===== src/rtl/tx_gearbox_if.sv =====
// Handshake bundle between a 64b/66b encoder and tx_gearbox.
// slave: the gearbox side. master: the payload source / line sink side.
// TX_GEARBOX_ERR_EN adds the o_protocol_err output.
interface tx_gearbox_if #(
  parameter int unsigned DATA_WIDTH = 32
);
  logic                  i_data_valid;
  logic [DATA_WIDTH-1:0] i_data;
  logic                  i_hdr_valid;
  logic [1:0]            i_hdr;
  logic                  o_ready;
  logic                  o_data_valid;
  logic [DATA_WIDTH-1:0] o_data;
`ifdef TX_GEARBOX_ERR_EN
  logic                  o_protocol_err;

  modport slave (
    input  i_data_valid, i_data, i_hdr_valid, i_hdr,
    output o_ready, o_data_valid, o_data, o_protocol_err
  );
  modport master (
    output i_data_valid, i_data, i_hdr_valid, i_hdr,
    input  o_ready, o_data_valid, o_data, o_protocol_err
  );
`else
  modport slave (
    input  i_data_valid, i_data, i_hdr_valid, i_hdr,
    output o_ready, o_data_valid, o_data
  );
  modport master (
    output i_data_valid, i_data, i_hdr_valid, i_hdr,
    input  o_ready, o_data_valid, o_data
  );
`endif
endinterface


===== src/rtl/tx_gearbox.sv =====
// 66b -> 32b transmit gearbox. Each accepted word appends its optional 2-bit
// sync header and 32 payload bits (bit 0 first) to a bit buffer; 32 bits are
// emitted, registered, whenever the buffer holds at least 32. Every 32 accepted
// words (16 blocks) the buffer holds an extra 32 bits, drained in a pause
// cycle (seq == 32) during which o_ready is low.
// Optional: define TX_GEARBOX_ERR_EN to add o_protocol_err.
module tx_gearbox #(
  parameter int unsigned DATA_WIDTH = 32
) (
  input  logic         i_clk,
  input  logic         i_reset_n,
  tx_gearbox_if.slave  bus
);

  // Worst case: 32 bits left over plus a 34-bit header+payload append.
  localparam int unsigned BufW     = 2 * DATA_WIDTH + 2;
  localparam logic [5:0]  SeqPause = 6'(DATA_WIDTH);
  localparam logic [6:0]  WordLen  = 7'(DATA_WIDTH);

  logic [BufW-1:0]       bit_buf_q, bit_buf_d;
  logic [6:0]            fill_q, fill_d;
  logic [5:0]            seq_q, seq_d;
  logic [DATA_WIDTH-1:0] out_data_q, out_data_d;
  logic                  out_valid_q, out_valid_d;

  logic                  ready;
  logic                  accept;
  logic                  pause;
  logic [BufW-1:0]       ins_bits;
  logic [6:0]            ins_len;
  logic [6:0]            fill_sum;
  logic [BufW-1:0]       merged;

  assign ready  = (seq_q != SeqPause);
  assign pause  = ~ready;
  assign accept = bus.i_data_valid & ready;

  // New bits land just above the current fill, so older bits stay at the bottom.
  assign ins_bits = bus.i_hdr_valid ?
                    {{(BufW - DATA_WIDTH - 2){1'b0}}, bus.i_data, bus.i_hdr} :
                    {{(BufW - DATA_WIDTH){1'b0}}, bus.i_data};
  assign ins_len  = bus.i_hdr_valid ? (WordLen + 7'd2) : WordLen;
  assign fill_sum = fill_q + ins_len;
  assign merged   = bit_buf_q | (ins_bits << fill_q);

  // Next-state: pause drain, accept/append/emit, or hold.
  always_comb begin
    bit_buf_d   = bit_buf_q;
    fill_d      = fill_q;
    seq_d       = seq_q;
    out_data_d  = out_data_q;
    out_valid_d = 1'b0;
    if (pause) begin
      out_data_d  = bit_buf_q[DATA_WIDTH-1:0];
      out_valid_d = 1'b1;
      bit_buf_d   = '0;
      fill_d      = '0;
      seq_d       = '0;
    end else if (accept) begin
      seq_d = seq_q + 6'd1;
      if (fill_sum >= WordLen) begin
        out_data_d  = merged[DATA_WIDTH-1:0];
        out_valid_d = 1'b1;
        bit_buf_d   = merged >> DATA_WIDTH;
        fill_d      = fill_sum - WordLen;
      end else begin
        bit_buf_d = merged;
        fill_d    = fill_sum;
      end
    end
  end

  // State and output registers; reset clears all partial data immediately.
  always_ff @(posedge i_clk or negedge i_reset_n) begin
    if (!i_reset_n) begin
      bit_buf_q   <= '0;
      fill_q      <= '0;
      seq_q       <= '0;
      out_data_q  <= '0;
      out_valid_q <= 1'b0;
    end else begin
      bit_buf_q   <= bit_buf_d;
      fill_q      <= fill_d;
      seq_q       <= seq_d;
      out_data_q  <= out_data_d;
      out_valid_q <= out_valid_d;
    end
  end

  assign bus.o_ready      = ready;
  assign bus.o_data_valid = out_valid_q;
  assign bus.o_data       = out_data_q;

`ifdef TX_GEARBOX_ERR_EN
  logic err_q, err_d;

  // Flag writes during the pause and headers off the even-word alternation.
  always_comb begin
    err_d = (bus.i_data_valid & ~ready) |
            (accept & (bus.i_hdr_valid != ~seq_q[0]));
  end

  // One-cycle registered error pulse.
  always_ff @(posedge i_clk or negedge i_reset_n) begin
    if (!i_reset_n) begin
      err_q <= 1'b0;
    end else begin
      err_q <= err_d;
    end
  end

  assign bus.o_protocol_err = err_q;
`else
  // No protocol checking in this build.
`endif

endmodule


===== src/flat_wrapper.sv =====
// flat-port wrapper written by rule: the top's interface ports become plain ports
module tx_gearbox_flat 
#(
  parameter int unsigned DATA_WIDTH = 32
)
  (i_clk, i_reset_n, bus_i_data_valid, bus_i_data, bus_i_hdr_valid, bus_i_hdr, bus_o_ready, bus_o_data_valid, bus_o_data);
  tx_gearbox_if #(.DATA_WIDTH(DATA_WIDTH)) bus_i ();
  input  logic i_clk;
  input  logic i_reset_n;
  input wire logic [$bits(bus_i.i_data_valid)-1:0] bus_i_data_valid;
  input wire logic [$bits(bus_i.i_data)-1:0] bus_i_data;
  input wire logic [$bits(bus_i.i_hdr_valid)-1:0] bus_i_hdr_valid;
  input wire logic [$bits(bus_i.i_hdr)-1:0] bus_i_hdr;
  output wire logic [$bits(bus_i.o_ready)-1:0] bus_o_ready;
  output wire logic [$bits(bus_i.o_data_valid)-1:0] bus_o_data_valid;
  output wire logic [$bits(bus_i.o_data)-1:0] bus_o_data;
  assign bus_i.i_data_valid = bus_i_data_valid;
  assign bus_i.i_data = bus_i_data;
  assign bus_i.i_hdr_valid = bus_i_hdr_valid;
  assign bus_i.i_hdr = bus_i_hdr;
  assign bus_o_ready = bus_i.o_ready;
  assign bus_o_data_valid = bus_i.o_data_valid;
  assign bus_o_data = bus_i.o_data;
  tx_gearbox #(.DATA_WIDTH(DATA_WIDTH)) u_core (.i_clk(i_clk), .i_reset_n(i_reset_n), .bus(bus_i));
endmodule

===== config.mk =====
export PLATFORM = sky130hd
export DESIGN_NAME = tx_gearbox_flat
export DESIGN_NICKNAME = d
export VERILOG_FILES = /design/src/rtl/tx_gearbox_if.sv /design/src/rtl/tx_gearbox.sv /design/src/flat_wrapper.sv
export SDC_FILE = /design/constraint.sdc
export NUM_CORES = 1
export LEC_CHECK = 0
export ABC_AREA = 1
export CORE_MARGIN = 3
export CORE_UTILIZATION = 30
export CTS_BUF_LIST = sky130_fd_sc_hd__clkbuf_2
export CTS_CLUSTER_DIAMETER = 120
export DETAILED_ROUTE_END_ITERATION = 10
export SYNTH_ARGS = -nofsm -noshare
export SYNTH_HDL_FRONTEND = slang
export SYNTH_SLANG_ARGS = --single-unit

===== constraint.sdc =====
create_clock -name i_clk -period 3.15 [get_ports i_clk]
set_clock_uncertainty 0.15 [all_clocks]
set_input_delay 0.315 -clock i_clk [delete_from_list [all_inputs] [get_ports i_clk]]
set_output_delay 0.315 -clock i_clk [all_outputs]
set_load 0.01 [all_outputs]

==> impl_metrics.env, run 1 <==
export IMPL_status="finished, final reports clean"
export IMPL_cts_path_max_buffers=2
export IMPL_yosysTopAreaCellShare_pct=34.6
export IMPL_yosys_area_top_type="dfrtp_1"
export IMPL_cp_required_ps=2680
export IMPL_cp_buffers_inverters=3
export IMPL_setup_violations=0
export IMPL_synthXorXnorAreaFrac_pct=0.529
export IMPL_drive_above_1_share_pct=7.10
export IMPL_synth_simple_area_share_pct=40.6
export IMPL_clock_latency_ps=660
export IMPL_crit_fanout=21
export IMPL_ys_async_sr_fraction_pct=100
export IMPL_worst_slew_pin_slew_ps=661
export IMPL_synthAdderAreaFrac_pct=0.778
export IMPL_cts_hold_buf=2
export IMPL_die_height_um=170
export IMPL_grt_overflow_total=0
export IMPL_antenna_found_initial=0
export IMPL_critical_path_top_delay_family="buffers and inverters"
export IMPL_final_period_utilization_pct=92.7
export IMPL_synth_compound_area_share_pct=14.2
export IMPL_synthCells=1210
export IMPL_critPathKind="reg -> out"
export IMPL_diodes=0
export IMPL_wire_per_inst_um=17.0
export IMPL_endpoint_kind="output port"
export IMPL_cts_root_buffer="clkbuf_2"
export IMPL_reg2regPathDepth=10
export IMPL_maxCapViolCount=0
export IMPL_dp_hpwl_mm=19.5
export IMPL_ys_flop_type="dfrtp_1"
export IMPL_maxSlewViolCount=0
export IMPL_grtUsageTotal_pct=18.9
export IMPL_hold_viol_final=0
export IMPL_synth_warnings=0
export IMPL_netlist_cell_type_count=45
export IMPL_h_tree_depth=3
export IMPL_clkSinkCount=111
export IMPL_vdd_ir_drop_max_v=0.000306
export IMPL_synth_top_family_by_area="simple AND/OR/NAND/NOR gates"
export IMPL_synth_avg_cell_area_um2=6.64
export IMPL_cp_slowest_cell="clkdlybuf4s50_1"
export IMPL_arrival_ps=2460
export IMPL_hold_ws_ps=78.1
export IMPL_numPortBuffers=71
export IMPL_rr_endpoint="u_core.bit_buf_q[9]"
export IMPL_p_leak_uw=0.00438
export IMPL_rows=59
export IMPL_relSlewSlack_pct=55.9
export IMPL_fin_nets=1291
export IMPL_drt_first_pass_iters=5
export IMPL_grt_pass1_vias=8415
export IMPL_grt_pass1_wl_mm=43.7
export IMPL_drt_wl_total_mm=27.0
export IMPL_cts_buffers=9
export IMPL_dieArea_um2=28800
export IMPL_coreArea_um2=26200
export IMPL_syn_to_final_growth_pct=13.0
export IMPL_endpoint="bus_o_ready"
export IMPL_drc_errors=0
export IMPL_rsz0062_at_grt="false"
export IMPL_antenna_left=0
export IMPL_synth_mux_area_share_pct=0
export IMPL_start_util_pct=30.7
export IMPL_vias=8382
export IMPL_layout_min_cycle_time_ps=2920
export IMPL_power_density_nw_per_um2=957
export IMPL_rrSetupSlack_ps=340
export IMPL_syn_area_um2=8040
export IMPL_ys_seq_elements=111
export IMPL_finalSetupTns_ps=0
export IMPL_startpoint="u_core.seq_q[0]"
export IMPL_die_w_um=170
export IMPL_hold_path_class="in -> async"
export IMPL_path_clk_slew_ps=290
export IMPL_drt_iter0_drc=640
export IMPL_yosysSeqAreaShare_pct=34.6
export IMPL_cts_tree="built"
export IMPL_io_pins=72
export IMPL_synth_nets=1253
export IMPL_synth_edff_count=0
export IMPL_viasPerCell=5.28
export IMPL_cp_slowest_stage_delay_ps=620
export IMPL_crit_path_start_kind="flop"
export IMPL_cp_depth=5
export IMPL_ys_top_cells_by_area="dfrtp_1 (35%), nand2_1 (18%), nand3_1 (15%)"
export IMPL_timing_rr_start="u_core.fill_q[2]"
export IMPL_grt_max_degree=112
export IMPL_cts_setup_buffers=0
export IMPL_fmax_mhz=342
export IMPL_place_congestion=0.911
export IMPL_cts_resized=0
export IMPL_crit_chain="inv_1, ha_1, nand4_4, buf_4, clkdlybuf4s50_1"
## worst register-to-register path: stages (launching register included)
cell and delay (ps):
dfrtp_1 630, buf_4 410, inv_2 350, nand3_1 190, nand2_1 130, o21ai_0 390, nor2_1 130, nor3_1 180
nor2_1 70, nand2_1 80, nand2_1 50
## synth_stat cells (all sizes together) (4+ instances only)
master / n
ha: 5
o21bai: 13
a21oi: 43
inv: 92
nor3: 9
nor2: 85
nand4: 12
dfrtp: 111
clkbuf: 18
a22oi: 22
o21ai: 63
xor2: 4
a31oi: 7
buf: 55
nand2: 394
o211ai: 20
nand3: 245
## worst min path at each step
stage | endpoint | slack, ps | cells after the start
final | u_core.bus.o_data_valid | 80 | 3
after global routing | u_core.bus.o_data[6] | 60 | 3
after CTS | u_core.bus.o_data[2] | 110 | 3
after detailed placement | u_core.bus.o_data_valid | 310 | 2
after global placement | u_core.bus.o_data[17] | 310 | 2
after floorplan | u_core.bit_buf_q[0] | -130 | 0
## layer usage
layer  GRT usage (%)  wire (um)  up-vias
met5               0          0        -
met4            7.43       1090        0
met3            3.70       1450       64
met2            32.8      13400      254
met1            23.1      11000     3968
li1                -          -     4096
## stage by stage
step                      instances  cell area, um2  setup slack, ps  total power (uW)  utilization, %
after floorplan                1210            8040              966              6130               -
after global placement         1570            8980              389              8000            34.3
after detailed placement       1570            8980              304              8050            34.3
after CTS                      1588            9090              163              8690            34.7
after global routing           1588            9090             91.4              9500            34.7
final                          1588            9090              230              8700            34.7
## cell families after synthesis
family / after synthesis
AOI/OAI and AO/OA: 176
xor gates and xnor gates: 4
adders and majority gates: 5
buffers and inverters: 166
DFF: 111
and+or+nand+nor: 748
## flip-flops by register name, summed over array words and instances (netlist names)
register / count
u_core.bit_buf_q: 66
u_core.seq_q: 6
u_core.fill_q: 6
u_core.bus.o_data: 32
u_core.bus.o_data_valid: 1
## layout make-up
| cell class | count | area [um2] |
|---|---|---|
| fill | 2819 | 17100 |
| multi-input combinational | 933 | 4510 |
| sequential | 111 | 2780 |
| timing repair buffer | 100 | 938 |
| tap | 335 | 419 |
| inverter | 93 | 354 |
| clock buffer | 10 | 50.0 |
| clock inverter | 6 | 36.3 |
## report_power, final
part	internal [uW]	switching, uW
clock	107	512
combinational	1920	3890
sequential	1920	346
total	3950	4750
## cells in the final DEF (no fill, tap or decap), types with 2 or more instances in the layout
cell type	count
o221ai_1	2
o21ai_1	25
clkinv_2	3
nor3_1	9
nor2_4	3
nand3_1	243
nand4_1	11
nand2_4	2
o211ai_1	20
inv_2	10
clkdlybuf4s50_1	69
ha_1	5
a21oi_1	40
dfrtp_1	111
clkinv_1	2
a22oi_2	15
buf_4	27
a21oi_2	3
nand2_2	2
inv_1	80
clkbuf_2	10
xor2_1	3
a22oi_1	7
a31oi_1	7
o21ai_0	38
nand3_2	2
dlygate4sd3_1	2
nand2_1	389
o22ai_1	2
nor2_1	80
o21bai_1	13
inv_4	2
Note: power is estimated with default switching activity, not from simulation.
==> inputs of run 2 (changes only) <==
--- a/config.mk
+++ b/config.mk
@@ -11,6 +11,7 @@
 export CTS_BUF_LIST = sky130_fd_sc_hd__clkbuf_2
 export CTS_CLUSTER_DIAMETER = 120
 export DETAILED_ROUTE_END_ITERATION = 10
+export SLEW_MARGIN = 10
 export SYNTH_ARGS = -nofsm -noshare
 export SYNTH_HDL_FRONTEND = slang
 export SYNTH_SLANG_ARGS = --single-unit
==> results of run 2 <==
No change in the layout: final DEF, timing and power equal those of run 1.
